===== config.mk =====
export PLATFORM = sky130hd
export DESIGN_NAME = cargador_memoria_b
export DESIGN_NICKNAME = d
export VERILOG_FILES = /design/src/rtl/memoria_pkg.sv /design/src/rtl/banco_operandos.sv /design/src/rtl/cargador_memoria_b.sv
export SDC_FILE = /design/constraint.sdc
export NUM_CORES = 1
export LEC_CHECK = 0
export CAP_MARGIN = 15
export CORE_UTILIZATION = 60
export DETAILED_ROUTE_END_ITERATION = 12
export PLACE_DENSITY = 0.79
export SLEW_MARGIN = 40
export SYNTH_ARGS = -nofsm -noshare
export SYNTH_HDL_FRONTEND = slang
export SYNTH_HIERARCHICAL = 1
export SYNTH_SLANG_ARGS = --single-unit

===== constraint.sdc =====
create_clock -name clk_i -period 5.49 [get_ports clk_i]
set_input_delay 1.098 -clock clk_i [delete_from_list [all_inputs] [get_ports clk_i]]
set_output_delay 1.098 -clock clk_i [all_outputs]
set_load 0.02 [all_outputs]

===== src/rtl/memoria_pkg.sv =====
// memoria_pkg
// Shared constants and types for operand memory B and its byte-stream loader.
//   ANCHO_DATO    : memory word width
//   PROF_ADDR     : address width (2**PROF_ADDR words)
//   ANCHO_BYTE    : width of one streamed byte
//   ANCHO_CUENTA  : width of the word-count request
//   MAX_PALABRAS  : largest legal word count for one load
//   estado_t      : loader FSM state encoding
package memoria_pkg;

  localparam int ANCHO_DATO   = 32;
  localparam int PROF_ADDR    = 3;
  localparam int ANCHO_BYTE   = 8;
  localparam int ANCHO_CUENTA = 4;
  localparam int MAX_PALABRAS = 8;

  typedef enum logic [1:0] {
    REPOSO  = 2'd0,
    CARGA   = 2'd1,
    ESCRIBE = 2'd2,
    FIN     = 2'd3
  } estado_t;

  // A load request must ask for at least one word and no more than the memory holds.
  function automatic logic cuenta_valida(input logic [ANCHO_CUENTA-1:0] cuenta);
    return (cuenta != '0) && (cuenta <= ANCHO_CUENTA'(MAX_PALABRAS));
  endfunction

endpackage


===== src/rtl/banco_operandos.sv =====
// banco_operandos
// 2**PROF_ADDR x ANCHO_DATO register array holding operand B.
//   clk_i      : clock, rising edge
//   rst_n_i    : asynchronous active-low clear of every word
//   we_i       : write enable
//   waddr_i    : write address
//   wdata_i    : write data
//   addr_i     : read address (ALU side)
//   operador_o : memory[addr_i], combinational, no write bypass
module banco_operandos
  import memoria_pkg::*;
(
  input  logic                  clk_i,
  input  logic                  rst_n_i,
  input  logic                  we_i,
  input  logic [PROF_ADDR-1:0]  waddr_i,
  input  logic [ANCHO_DATO-1:0] wdata_i,
  input  logic [PROF_ADDR-1:0]  addr_i,
  output logic [ANCHO_DATO-1:0] operador_o
);

  logic [ANCHO_DATO-1:0] r_mem [2**PROF_ADDR];

  always_ff @(posedge clk_i or negedge rst_n_i) begin
    if (!rst_n_i) begin
      for (int i = 0; i < 2**PROF_ADDR; i++) begin
        r_mem[i] <= '0;
      end
    end else if (we_i) begin
      r_mem[waddr_i] <= wdata_i;
    end
  end

  // A word being written still reads its old value until the write edge.
  assign operador_o = r_mem[addr_i];

endmodule


===== src/rtl/cargador_memoria_b.sv =====
// cargador_memoria_b
// Operand memory B with a byte-stream loader. A host streams bytes over a
// valid/ready handshake; bytes are packed LSB-first into words and written
// to consecutive addresses (modulo the depth) starting at a captured base.
//   clk_i, rst_n_i : clock (rising edge), async active-low reset
//   inicio_i       : start pulse, only looked at in REPOSO
//   base_addr_i    : first word address, captured with inicio_i
//   cuenta_i       : number of words, legal range 1..MAX_PALABRAS
//   aborta_i       : abandon the current load (partial word dropped)
//   byte_i         : streamed byte
//   byte_valido_i  : byte_i is valid
//   byte_listo_o   : loader can take a byte this cycle
//   ocupado_o      : loader is not in REPOSO
//   hecho_o        : single-cycle pulse when a load completes
//   error_o        : sticky, last inicio_i carried an illegal cuenta_i
//   addr_i         : ALU read address
//   operador_o     : memory[addr_i], combinational
//
// Handshake: a byte transfers on a rising edge where byte_valido_i and
// byte_listo_o are both 1 (and aborta_i is 0); byte_listo_o never depends
// on byte_valido_i, and the host may hold byte_valido_i low indefinitely.
module cargador_memoria_b
  import memoria_pkg::*;
(
  input  logic                    clk_i,
  input  logic                    rst_n_i,
  input  logic                    inicio_i,
  input  logic [PROF_ADDR-1:0]    base_addr_i,
  input  logic [ANCHO_CUENTA-1:0] cuenta_i,
  input  logic                    aborta_i,
  input  logic [ANCHO_BYTE-1:0]   byte_i,
  input  logic                    byte_valido_i,
  output logic                    byte_listo_o,
  output logic                    ocupado_o,
  output logic                    hecho_o,
  output logic                    error_o,
  input  logic [PROF_ADDR-1:0]    addr_i,
  output logic [ANCHO_DATO-1:0]   operador_o
);

  localparam int         BYTES_POR_PALABRA = ANCHO_DATO / ANCHO_BYTE;
  localparam logic [1:0] ULTIMO_BYTE       = 2'(BYTES_POR_PALABRA - 1);

  estado_t                 r_estado;
  estado_t                 w_estado_sig;
  logic [PROF_ADDR-1:0]    r_dir;
  logic [ANCHO_CUENTA-1:0] r_palabras;
  logic [1:0]              r_byte_cnt;
  logic [ANCHO_DATO-1:0]   r_palabra;
  logic                    r_error;
  logic                    w_acepta;
  logic                    w_we;

  // FSM state register
  always_ff @(posedge clk_i or negedge rst_n_i) begin
    if (!rst_n_i) begin
      r_estado <= REPOSO;
    end else begin
      r_estado <= w_estado_sig;
    end
  end

  // Next state and handshake/strobe decode; abort always wins.
  always_comb begin
    w_estado_sig = r_estado;
    w_acepta     = 1'b0;
    w_we         = 1'b0;
    case (r_estado)
      REPOSO: begin
        if (inicio_i && cuenta_valida(cuenta_i)) begin
          w_estado_sig = CARGA;
        end
      end
      CARGA: begin
        if (aborta_i) begin
          w_estado_sig = REPOSO;
        end else begin
          w_acepta = byte_valido_i;
          if (byte_valido_i && (r_byte_cnt == ULTIMO_BYTE)) begin
            w_estado_sig = ESCRIBE;
          end
        end
      end
      ESCRIBE: begin
        if (aborta_i) begin
          w_estado_sig = REPOSO;
        end else begin
          w_we         = 1'b1;
          w_estado_sig = (r_palabras == ANCHO_CUENTA'(1)) ? FIN : CARGA;
        end
      end
      FIN: begin
        w_estado_sig = REPOSO;
      end
      default: begin
        w_estado_sig = REPOSO;
      end
    endcase
  end

  // Datapath: request capture, byte packer and counters
  always_ff @(posedge clk_i or negedge rst_n_i) begin
    if (!rst_n_i) begin
      r_dir      <= '0;
      r_palabras <= '0;
      r_byte_cnt <= '0;
      r_palabra  <= '0;
      r_error    <= 1'b0;
    end else begin
      case (r_estado)
        REPOSO: begin
          if (inicio_i) begin
            if (cuenta_valida(cuenta_i)) begin
              r_dir      <= base_addr_i;
              r_palabras <= cuenta_i;
              r_byte_cnt <= '0;
              r_error    <= 1'b0;
            end else begin
              r_error <= 1'b1;
            end
          end
        end
        CARGA: begin
          if (aborta_i) begin
            r_byte_cnt <= '0;
            r_palabra  <= '0;
          end else if (w_acepta) begin
            // Shift in from the top: after four bytes the first one sits in [7:0].
            r_palabra  <= {byte_i, r_palabra[ANCHO_DATO-1:ANCHO_BYTE]};
            r_byte_cnt <= r_byte_cnt + 2'd1;
          end
        end
        ESCRIBE: begin
          if (!aborta_i) begin
            r_dir      <= r_dir + PROF_ADDR'(1);
            r_palabras <= r_palabras - ANCHO_CUENTA'(1);
          end
        end
        default: begin
        end
      endcase
    end
  end

  assign byte_listo_o = (r_estado == CARGA);
  assign ocupado_o    = (r_estado != REPOSO);
  assign hecho_o      = (r_estado == FIN) && !aborta_i;
  assign error_o      = r_error;

  banco_operandos u_banco (
    .clk_i      (clk_i),
    .rst_n_i    (rst_n_i),
    .we_i       (w_we),
    .waddr_i    (r_dir),
    .wdata_i    (r_palabra),
    .addr_i     (addr_i),
    .operador_o (operador_o)
  );

endmodule


==> Word level (Yosys, flattened, before mapping) <==
Index checks and enable logic that the tools add are counted.
{ "word_totals": {"output_inout_bits": 36, "input_bits": 23, "ff_bits": 300, "elab_cells": 83} }
{ "classes": {"magnitude_cmp": 4, "eq_ne": 11, "bitwise_logic": 2, "n_addsub": 3, "reduce_logical": 17, "n_mux": 32} }
{ "op_table": {"columns": ["operator", "count"], "rows": [
  ["bitwise mux 256 bit", 1],
  ["2-to-1 mux 32 bit", 5],
  ["binary-select mux 32 bit (select 3 bit)", 1],
  ["demux 32 bit (select 3 bit)", 1],
  ["2-to-1 mux 2 bit", 9],
  ["2-to-1 mux 4 bit", 3],
  ["2-to-1 mux 3 bit", 3],
  ["greater-or-equal comparator 4 bit, second input constant", 2],
  ["inequality test 2 bit, second input constant", 4],
  ["inverter 3 -> 4 bit", 2],
  ["one-hot mux 2 bit (4 select lines)", 1],
  ["one-hot mux 4 bit (2 select lines)", 1],
  ["AND reduction 4 bit", 2],
  ["nonzero test 2 bit", 4],
  ["== test 2 bit, second input constant", 3],
  ["inequality test 3 x 2 -> 1 bit, second input constant", 2],
  ["one-hot mux 3 bit (2 select lines)", 1],
  ["AND reduction 2 bit", 3],
  ["logical AND 1 bit", 5],
  ["2-to-1 mux 1 bit", 5],
  ["== test 4 x 1 -> 1 bit, second input constant", 1],
  ["<= comparator 4 bit, second input constant", 1],
  ["less-than comparator 4 x 1 -> 1 bit, second input constant", 1],
  ["one-hot mux 2 bit (2 select lines)", 1],
  ["other kinds (7)", 7]
]} }

==> Longest topological paths before layout <==
Gate-level depths: netlist (run 1).
{ "logic_depth": {"word_depth": 6, "ltp_mapped": 7, "mapped_depth_nobuf": 5} }

==> Modules after synthesis <==
The synthesis (run 1) kept the hierarchy.
{ "modules_own_cells": {"columns": ["module", "area_per_inst_um2", "cells_per_inst", "n_inst"], "rows": [
  ["banco_operandos", 11639.9, 665, 1],
  ["cargador_memoria_b", 1898.1, 158, 1]
]} }

==> Worst setup path before layout (run 1) <==
Ideal clock, no wire load.
{ "synth_timing": {"kind": "input -> output", "from": "in addr_i[0]", "to": "out operador_o[0]", "arrival_time_ns": 2.252, "path_slack_ns": 2.140, "path_stages": 4, "required_ns": 4.392, "cell_sequence": "buf_6 -> buf_6 -> mux4_1 -> mux2_2"} }
{ "synth_via": {"elab_chain_len": 4} }
{ "synth_rtl": {"columns": ["element", "line", "source"], "rows": [
  ["start, declared", "cargador_memoria_b.sv:37", "input logic [PROF_ADDR-1:0] addr_i,"],
  ["inverter 3 -> 4 bit (not written as such)", "banco_operandos.sv:35", "assign operador_o = r_mem[addr_i];"],
  ["binary-select mux 32 bit (select 3 bit)", "banco_operandos.sv:35", null],
  ["2-to-1 mux 32 bit (not written as such) (2 in series)", "banco_operandos.sv:35", null],
  ["end, declared", "cargador_memoria_b.sv:38", "output logic [ANCHO_DATO-1:0] operador_o"]
]} }
Every way passes these cells. The select of a mux whose other input is x is not followed.

==> Final worst setup path (run 1) <==
{ "layout_timing": {"from": "in addr_i[0]", "to": "out operador_o[22]"} }
The elaborated chain is that of the path after synthesis.

==> results of run 1 <==
## final timing paths
kind | to | cells past startpoint
worst min-delay path | u_banco/r_mem[170]$_DFFE_PN0P_ | 1
worst max register to register | u_banco/r_mem[203]$_DFFE_PN0P_ | 5
max in group asynchronous | u_banco/r_mem[216]$_DFFE_PN0P_ | 2
worst max-delay path | operador_o[22] | 5
min in group asynchronous | u_banco/r_mem[133]$_DFFE_PN0P_ | 1
worst min register to register | u_banco/r_mem[170]$_DFFE_PN0P_ | 1
## cells in the final DEF (no fill, tap or decap), drive strengths merged, types with 2 or more instances in the layout
cell,n
a211oi,3
a21boi,2
a21oi,7
a22o,32
a311oi,2
a31oi,3
buf,23
bufinv,5
clkbuf,39
clkdlybuf4s50,54
clkinv,9
clkinvlp,2
dfrtp,300
ha,4
inv,5
mux2,288
mux2i,2
mux4,64
nand2,5
nand3,2
nand4b,4
nor2,12
nor2b,3
nor3,2
nor3b,2
nor4bb,4
o21ai,7
o31ai,2
## cell type report
class                           count  area (µm²)  share of cell area (%)
Inverter                            3        11.3                  0.0730
Multi-Input combinational cell    461        5700                    37.0
Sequential cell                   300        7510                    48.7
Clock buffer                       39         846                    5.48
Tap cell                          280         350                    2.27
Timing Repair Buffer               77         785                    5.08
Clock inverter                     18         228                    1.48
## logic make-up after synthesis
group | count (synthesis) | share of synthesized area (%)
multiplexers | 354 | 35.9
flip-flops | 300 | 55.5
AO/OA/AOI/OAI | 62 | 3.60
buffers and inverters | 62 | 2.79
AND/OR/NAND/NOR | 41 | 1.92
adder cells (fa/ha/maj) | 4 | 0.370
## worst max-delay path, stage by stage
cell and delay [ns]:
buf_4 0.46, buf_4 0.31, mux4_1 0.56, mux2_2 0.31, clkdlybuf4s50_1 0.56
## state kept, by name (all words and copies together), names as in the netlist
signal	count
u_banco/r_mem	256
r_dir	3
r_estado	2
error_o	1
r_byte_cnt	2
r_palabra	32
r_palabras	4
## power breakdown
part	switching (mW)	internal, mW
logic	0.130	0.0923
clock network	0.867	1.32
registers	0.0858	2.24
total	1.08	3.66
## per-stage QoR
| step | worst slack, ns | power [mW] | instance area (µm²) |
|---|---|---|---|
| 2_1_floorplan | 2.14 | 2.46 | 13500 |
| 3_3_place_gp | 1.08 | 2.58 | 14300 |
| 3_5_place_dp | 1.07 | 2.59 | 14400 |
| 4_1_cts | 1.06 | 4.79 | 15400 |
| 5_1_grt | 0.998 | 4.90 | 15400 |
| 6_report | 1.09 | 4.74 | 15400 |
## metal layers
metal | part of all wire [%] | track usage, % | wire, µm | up-vias
met4 | 1.8 | 6.61 | 516 | 0
met5 | 0 | 0 | 0 | -
met3 | 4.5 | 3.44 | 1290 | 48
met1 | 42 | 34.9 | 12100 | 4080
met2 | 52 | 45.5 | 15000 | 189
li1 | - | - | - | 3246
==> results.yml, run 1 <==
outcome:
  status: "finished, violations left"
  violations: "design-rule violations"
routing:
  vias_per_cell: 6.42
  wire_per_inst_um: 24.5
  antenna_left: 0
  drt_wl_total_um: 28900
  dr.pass1.iters: 10
  drt-initial-drc-count: 356
  vias: 7563
  drc: 4
power:
  peakVddDrop_mv: 0.196
  p_leak_nw: 7.65
  powerDensity_nw_per_um2: 307
critical_path:
  r2r_start: "r_estado[1]$_DFFE_PN0P_"
  cp_max_fo: 30
  worst-r2r-setup-slack_ns: 2.61
  startpoint: "addr_i[0]"
  worstSetupPathType: "input port to output pin"
  start_kind: "input port"
  worstPathArrival_ns: 3.30
  crit_path_end_kind: "output pin"
  critPathRequiredTime_ns: 4.39
final_layout:
  utilization_pct: 70.3
  drive_above_1_share_pct: 43.2
  area.growth.synth_to_final_pct: 14.0
  instances_no_fill: 1178
  diodes: 0
  nFillCells: 1392
  fin_nets: 901
cts:
  cts_tree: "done"
  post_cts_resized: 0
  clk_latency_ns: 0.56
  clk_pin_slew_ns: 0.06
  root_buffer: "clkbuf_16"
  hold_buffers: 0
  cts_buffers: 31
  cts_setup_buffers: 0
  clock_path_buffers: 3
  cts_htree_levels: 1
  cts_sinks: 300
die:
  die_area_um2: 23200
  die_w_um: 152
  rows: 54
  start_util_pct: 61.7
  die_height_um: 152
  coreArea_um2: 22000
  io-pin-count: 59
global_route:
  grt_pass1_wl_um: 47100
  overflow: 0
  grt_pass1_vias: 8366
  grt_max_degree: 105
  track_usage_pct: 26.1
  antenna_found_initial: 0
synthesis:
  synth_area_leaders: "dfrtp_1 (55%), mux2_2 (23%), mux4_1 (7.8%)"
  ys_seq_elements: 300
  postSynth.asyncResetShare_pct: 100
  avgSynthCellArea_um2: 16.4
  yosys.area.top_type: "dfrtp_1"
  synthCells: 823
  post-synth-top-area-fraction_pct: 55.5
  synth_cell_types: 43
  yosysSeqAreaShare_pct: 55.5
  synthFlopType: "dfrtp_1"
  synth_common_cells: "dfrtp_1 (300), mux2_2 (279), mux4_1 (40), a22o_1 (32), buf_2 (25)"
  yosys_warnings: 6
  synth_fp_nets: 850
  netlist_area_um2: 13500
  synth.most_common_cell: "dfrtp_1"
  synth_edf_count: 0
timing:
  slew_viol_final: 0
  setup_viol: 0
  worst_slew_pin_slew_ns: 0.748
  timing.hold.ws_ns: 0.492
  max_freq_ghz: 0.227
  tns_ns: 0
  finClkSkew_ns: 0.00883
  hold_viol_final: 0
  rsz0062_at_grt: "false"
  final.min_clock_period_ns: 4.40
  max_slew_margin_pct: 50.0
  fin_crit_sh_pct: 80.1
worst_hold_path:
  hp-class: "flip-flop to flip-flop"
  min-delay-start: "u_banco/r_mem[170]$_DFFE_PN0P_"
place:
  io_buffers: 58
  gp_congestion: 0.812
  dp.cells: 1120
  dp_hpwl_um: 16400
flow_run:
  drv_cap: 0
No activity file was read; power rests on OpenSTA's default activity.
==> inputs of run 2 (changes only) <==
- clock period: 5.49 -> 4.4 ns (I/O delays scaled with it)
==> run 2 against run 1 <==
The flow still finishes with violations (design-rule violations). Non-clock buffer count is 8 higher. Count of clock-buffer cells in the layout is 1 higher. Total power is 29% higher. Utilization is 0.76 points higher. Die area stayed put. Critical path type unchanged. Clock skew is 0.0099 ns higher. Routed wire length is 0.16% higher. Sequential share of layout area is 0.52 points lower.
==> results.yml, run 2 (synthesis results as in run 1) <==
critical_path:
  cp-endpoint: "operador_o[22]"
  start_kind: "input port"
  slowest_stage: "mux4_1"
  worstPathArrival_ns: 2.98
  reg2reg_to: "u_banco/r_mem[122]$_DFFE_PN0P_"
  cp_max_fo: 22
  worstSetupPathType: "input port to output pin"
  crit_path_end_kind: "output pin"
  startpoint: "addr_i[0]"
  slowest_delay_ns: 0.59
  cp_cell_sequence: "buf_4 > buf_12 > mux4_1 > mux2_2 > clkdlybuf4s50_1"
  worst-r2r-setup-slack_ns: 1.54
  r2r_cells: 5
  r2r_start: "r_estado[1]$_DFFE_PN0P_"
  critPathRequiredTime_ns: 3.52
cts:
  post_cts_resized: 0
  cts_htree_levels: 1
  hold_buffers: 0
  cts_tree: "done"
  cts_setup_buffers: 0
  cts_sinks: 300
  clk_latency_ns: 0.56
  cts_buffers: 30
  clk_pin_slew_ns: 0.06
  clock_path_buffers: 3
  root_buffer: "clkbuf_16"
final_layout:
  diodes: 0
  largest_reg_flops: 256
  fin_nets: 908
  reg_top3: "u_banco/r_mem: 256 flops, r_palabra: 32 flops, r_palabras: 4 flops"
  final_common_cell: "dfrtp_1"
  nFillCells: 1319
  regArea_um2: 7510
  drive_above_1_share_pct: 43.7
  multi_input_area_um2: 5700
  largest-register: "u_banco/r_mem"
  area.growth.synth_to_final_pct: 15.2
  mostFrequentLayoutCells: "dfrtp_1 (300), mux2_2 (279), clkdlybuf4s50_1 (54)"
global_route:
  grt_max_degree: 119
  antenna_found_initial: 0
  overflow: 0
  grt_pass1_vias: 8316
  track_usage_pct: 25.9
  grt_pass1_wl_um: 46800
timing:
  rsz0062_at_grt: "false"
  fin_crit_sh_pct: 87.8
  setup_viol: 0
  tns_ns: 0
  slew_viol_final: 0
  max_freq_ghz: 0.259
  timing.hold.ws_ns: 0.210
  worst_slew_pin_slew_ns: 0.648
  setup_ws_ns: 0.536
  max_slew_margin_pct: 56.5
  finClkSkew_ns: 0.0187
  hold_viol_final: 0
  final.min_clock_period_ns: 3.86
power:
  powerDensity_nw_per_um2: 392
  p_leak_nw: 7.74
  power_mw: 6.11
  peakVddDrop_mv: 0.294
routing:
  vias_per_cell: 6.39
  dr.pass1.iters: 8
  drt-initial-drc-count: 371
  drt_wl_total_um: 28900
  drc: 4
  vias: 7571
  antenna_left: 0
  wire_per_inst_um: 24.4
place:
  io_buffers: 58
  dp_hpwl_um: 16900
  place_ws_ns: 0.521
  gp_congestion: 0.849
die:
  io-pin-count: 59
  die_height_um: 152
  start_util_pct: 61.7
  die_area_um2: 23200
  die_w_um: 152
  coreArea_um2: 22000
  rows: 54
outcome:
  violations: "design-rule violations"
  status: "finished, violations left"
worst_hold_path:
  hp-class: "input port to asynchronous set/reset pin"
flow_run:
  drv_cap: 0
-- run 2: cell types whose count changed in the layout (fill, tap and decap cells not counted), moves of 2 or more --
cell / change
buf_4: +6
bufinv_16: +3
clkbuf_8: +2
clkinv_2: -5
-- run 2: where the power goes --
| part | leakage [nW] | switching (mW) | internal, mW |
|---|---|---|---|
| combinational | 3.00 | 0.169 | 0.122 |
| sequential | 4.17 | 0.107 | 2.80 |
| clock | 0.566 | 1.06 | 1.85 |
| total | 7.74 | 1.34 | 4.77 |
-- run 2: worst min path at each step --
stage / to / startpoint / slack [ns] / cells past startpoint
CTS: u_banco/r_mem[6]$_DFFE_PN0P_ / rst_n_i / 0.45 / 1
finish: u_banco/r_mem[6]$_DFFE_PN0P_ / rst_n_i / 0.21 / 1
global route: u_banco/r_mem[6]$_DFFE_PN0P_ / rst_n_i / 0.22 / 1
global placement: u_banco/r_mem[169]$_DFFE_PN0P_ / u_banco/r_mem[169]$_DFFE_PN0P_ / 0.46 / 1
floorplan: u_banco/r_mem[110]$_DFFE_PN0P_ / u_banco/r_mem[110]$_DFFE_PN0P_ / 0.45 / 1
detailed placement: u_banco/r_mem[115]$_DFFE_PN0P_ / u_banco/r_mem[115]$_DFFE_PN0P_ / 0.48 / 1
-- run 2: routing by layer --
layer / part of all wire, % / wire length, µm / global-route usage [%]
met1: 44 / 12800 / 36.0
met2: 51 / 14900 / 44.7
met3: 3.3 / 966 / 2.99
met5: 0 / 0 / 0
met4: 1.2 / 344 / 5.54
-- run 2: worst max-delay path: cells and delay by family --
family / cells / cell delay, ns
buffers and inverters: 3 / 1.17
multiplexers: 2 / 0.91
-- run 2: stage by stage --
stage | util (%) | cells | instance area [µm²]
global placement | 65.7 | 1128 | 14400
finish | 71.0 | 1184 | 15600
floorplan | - | 823 | 13500
global route | 71.0 | 1184 | 15600
CTS | 70.9 | 1183 | 15600
detailed placement | 65.7 | 1128 | 14400
-- run 2: cell type report --
class	count	share of cell area (%)
Multi-Input combinational cell	461	36.6
Clock buffer	40	5.57
Sequential cell	300	48.1
Clock inverter	15	1.83
Tap cell	280	2.25
Timing Repair Buffer	85	5.58
Inverter	3	0.0722
==> inputs of run 3 (changes only) <==
- CAP_MARGIN: 15 -> default
- CORE_UTILIZATION: 60 -> 35
- PLACE_DENSITY: 0.79 -> 0.59
==> run 3 against run 2 <==
Largest cell class unchanged. The run now ends clean. Setup slack better by 0.044 ns. Highest routed layer unchanged. First-iteration DRC count is 12% lower. Combinational power hardly changed. Routed wire length is 3.7% higher. Total power is 0.66% lower. Utilization is 29 points lower.
==> results.yml, run 3 (synthesis results as in run 1) <==
final_layout:
  reg_top3: "u_banco/r_mem: 256 flops, r_palabra: 32 flops, r_palabras: 4 flops"
  area.growth.synth_to_final_pct: 17.5
  diodes: 0
  nFillCells: 3434
  drive_above_1_share_pct: 43.4
  largest_reg_flops: 256
  utilization_pct: 42.0
  fin_nets: 911
  final_common_cell: "dfrtp_1"
  mostFrequentLayoutCells: "dfrtp_1 (300), mux2_2 (279), clkdlybuf4s50_1 (54)"
  largest-register: "u_banco/r_mem"
global_route:
  grt_use_met2_pct: 25.6
  antenna_found_initial: 0
  grt_pass1_vias: 7783
  grt_pass1_wl_um: 47800
  overflow: 0
  top_usage_layer: "met2"
  track_usage_pct: 15.9
  use_met3_pct: 2.56
  met1_usage_pct: 22.5
  grt_max_degree: 100
die:
  die_area_um2: 39500
  start_util_pct: 35.8
  die_w_um: 199
  coreArea_um2: 37800
  rows: 71
  io-pin-count: 59
  die_height_um: 199
routing:
  drc: 0
  drt_wl_total_um: 30000
  drt-initial-drc-count: 328
  vias_per_cell: 5.24
  antenna_left: 0
  dr.pass1.iters: 4
  wire_per_inst_um: 21.2
  vias: 7436
critical_path:
  start_kind: "input port"
  critPathRequiredTime_ns: 3.52
  worstSetupPathType: "input port to output pin"
  crit_path_end_kind: "output pin"
  cp_max_fo: 28
  worstPathArrival_ns: 2.94
power:
  p_leak_nw: 7.74
  peakVddDrop_mv: 0.255
  powerDensity_nw_per_um2: 382
cts:
  hold_buffers: 0
  cts_buffers: 34
  root_buffer: "clkbuf_16"
  cts_htree_levels: 2
  clk_pin_slew_ns: 0.06
  cts_tree: "done"
  cts_setup_buffers: 0
  clk_latency_ns: 0.51
  post_cts_resized: 0
  clock_path_buffers: 3
  cts_sinks: 300
timing:
  max_freq_ghz: 0.262
  fin_crit_sh_pct: 86.8
  slew_viol_final: 0
  hold_viol_final: 0
  final.min_clock_period_ns: 3.82
  finClkSkew_ns: 0.0182
  rsz0062_at_grt: "false"
  worst_slew_pin_slew_ns: 0.684
  max_slew_margin_pct: 54.3
  tns_ns: 0
  setup_viol: 0
flow_run:
  drv_cap: 0
worst_hold_path:
  hp-class: "input port to asynchronous set/reset pin"
place:
  gp_congestion: 0.704
  io_buffers: 58
  dp_hpwl_um: 17200
outcome:
  status: "completed"
-- run 3: changes by cell type in the layout (fill, tap and decap cells not counted), moves of 2 or more --
cell	change
clkbuf_16	+6
clkbuf_8	+5
clkbuf_1	+4
clkinv_2	-3
bufinv_16	-7
buf_4	-2
-- run 3: final timing paths --
path | start | end | slack [ns] | cells past startpoint
max in group asynchronous | rst_n_i | u_banco/r_mem[241]$_DFFE_PN0P_ | 2.99 | 3
worst min register to register | u_banco/r_mem[111]$_DFFE_PN0P_ | u_banco/r_mem[111]$_DFFE_PN0P_ | 0.48 | 1
min in group clk_i | u_banco/r_mem[111]$_DFFE_PN0P_ | u_banco/r_mem[111]$_DFFE_PN0P_ | 0.48 | 1
worst max register to register | r_estado[1]$_DFFE_PN0P_ | u_banco/r_mem[107]$_DFFE_PN0P_ | 1.63 | 5
worst max-delay path | addr_i[0] | operador_o[18] | 0.58 | 5
worst min-delay path | rst_n_i | u_banco/r_mem[92]$_DFFE_PN0P_ | 0.23 | 1
-- run 3: final cells by class --
cell class | instances | area, µm² | share of cell area [%]
inverter | 3 | 11.3 | 0.0708
timing repair buffer | 84 | 883 | 5.55
multi-input combinational | 461 | 5720 | 35.9
tap | 511 | 639 | 4.02
sequential | 300 | 7510 | 47.2
clock buffer | 55 | 1100 | 6.94
clock inverter | 4 | 51.3 | 0.322
-- run 3: report_power, final --
| group | internal (mW) | total (mW) | switching, mW |
|---|---|---|---|
| sequential | 2.80 | 2.91 | 0.110 |
| clock | 1.77 | 2.87 | 1.10 |
| combinational | 0.124 | 0.294 | 0.170 |
| total | 4.69 | 6.07 | 1.38 |
-- run 3: per-stage QoR --
stage	worst slack (ns)	instances	hold WS, ns	cell area, µm²	total power [mW]
final	0.580	1418	0.234	15900	6.07
after global routing	0.502	1418	0.224	15900	6.32
after CTS	0.554	1417	0.427	15900	6.16
after detailed placement	0.562	1358	0.469	14700	3.26
after global placement	0.575	1357	0.461	14700	3.25
after floorplan	1.49	823	0.449	13500	3.07
-- run 3: worst max-delay path, stage by stage --
cell and delay (ns):
buf_4 0.32, buf_12 0.29, mux4_1 0.58, mux2_2 0.30, clkdlybuf4s50_1 0.54
-- run 3: routing by layer --
| layer | vias to the layer above | part of all wire, % |
|---|---|---|
| met4 | 0 | 1.3 |
| met1 | 4013 | 47 |
| met2 | 107 | 48 |
| met5 | - | 0 |
| met3 | 32 | 2.9 |
| li1 | 3284 | - |
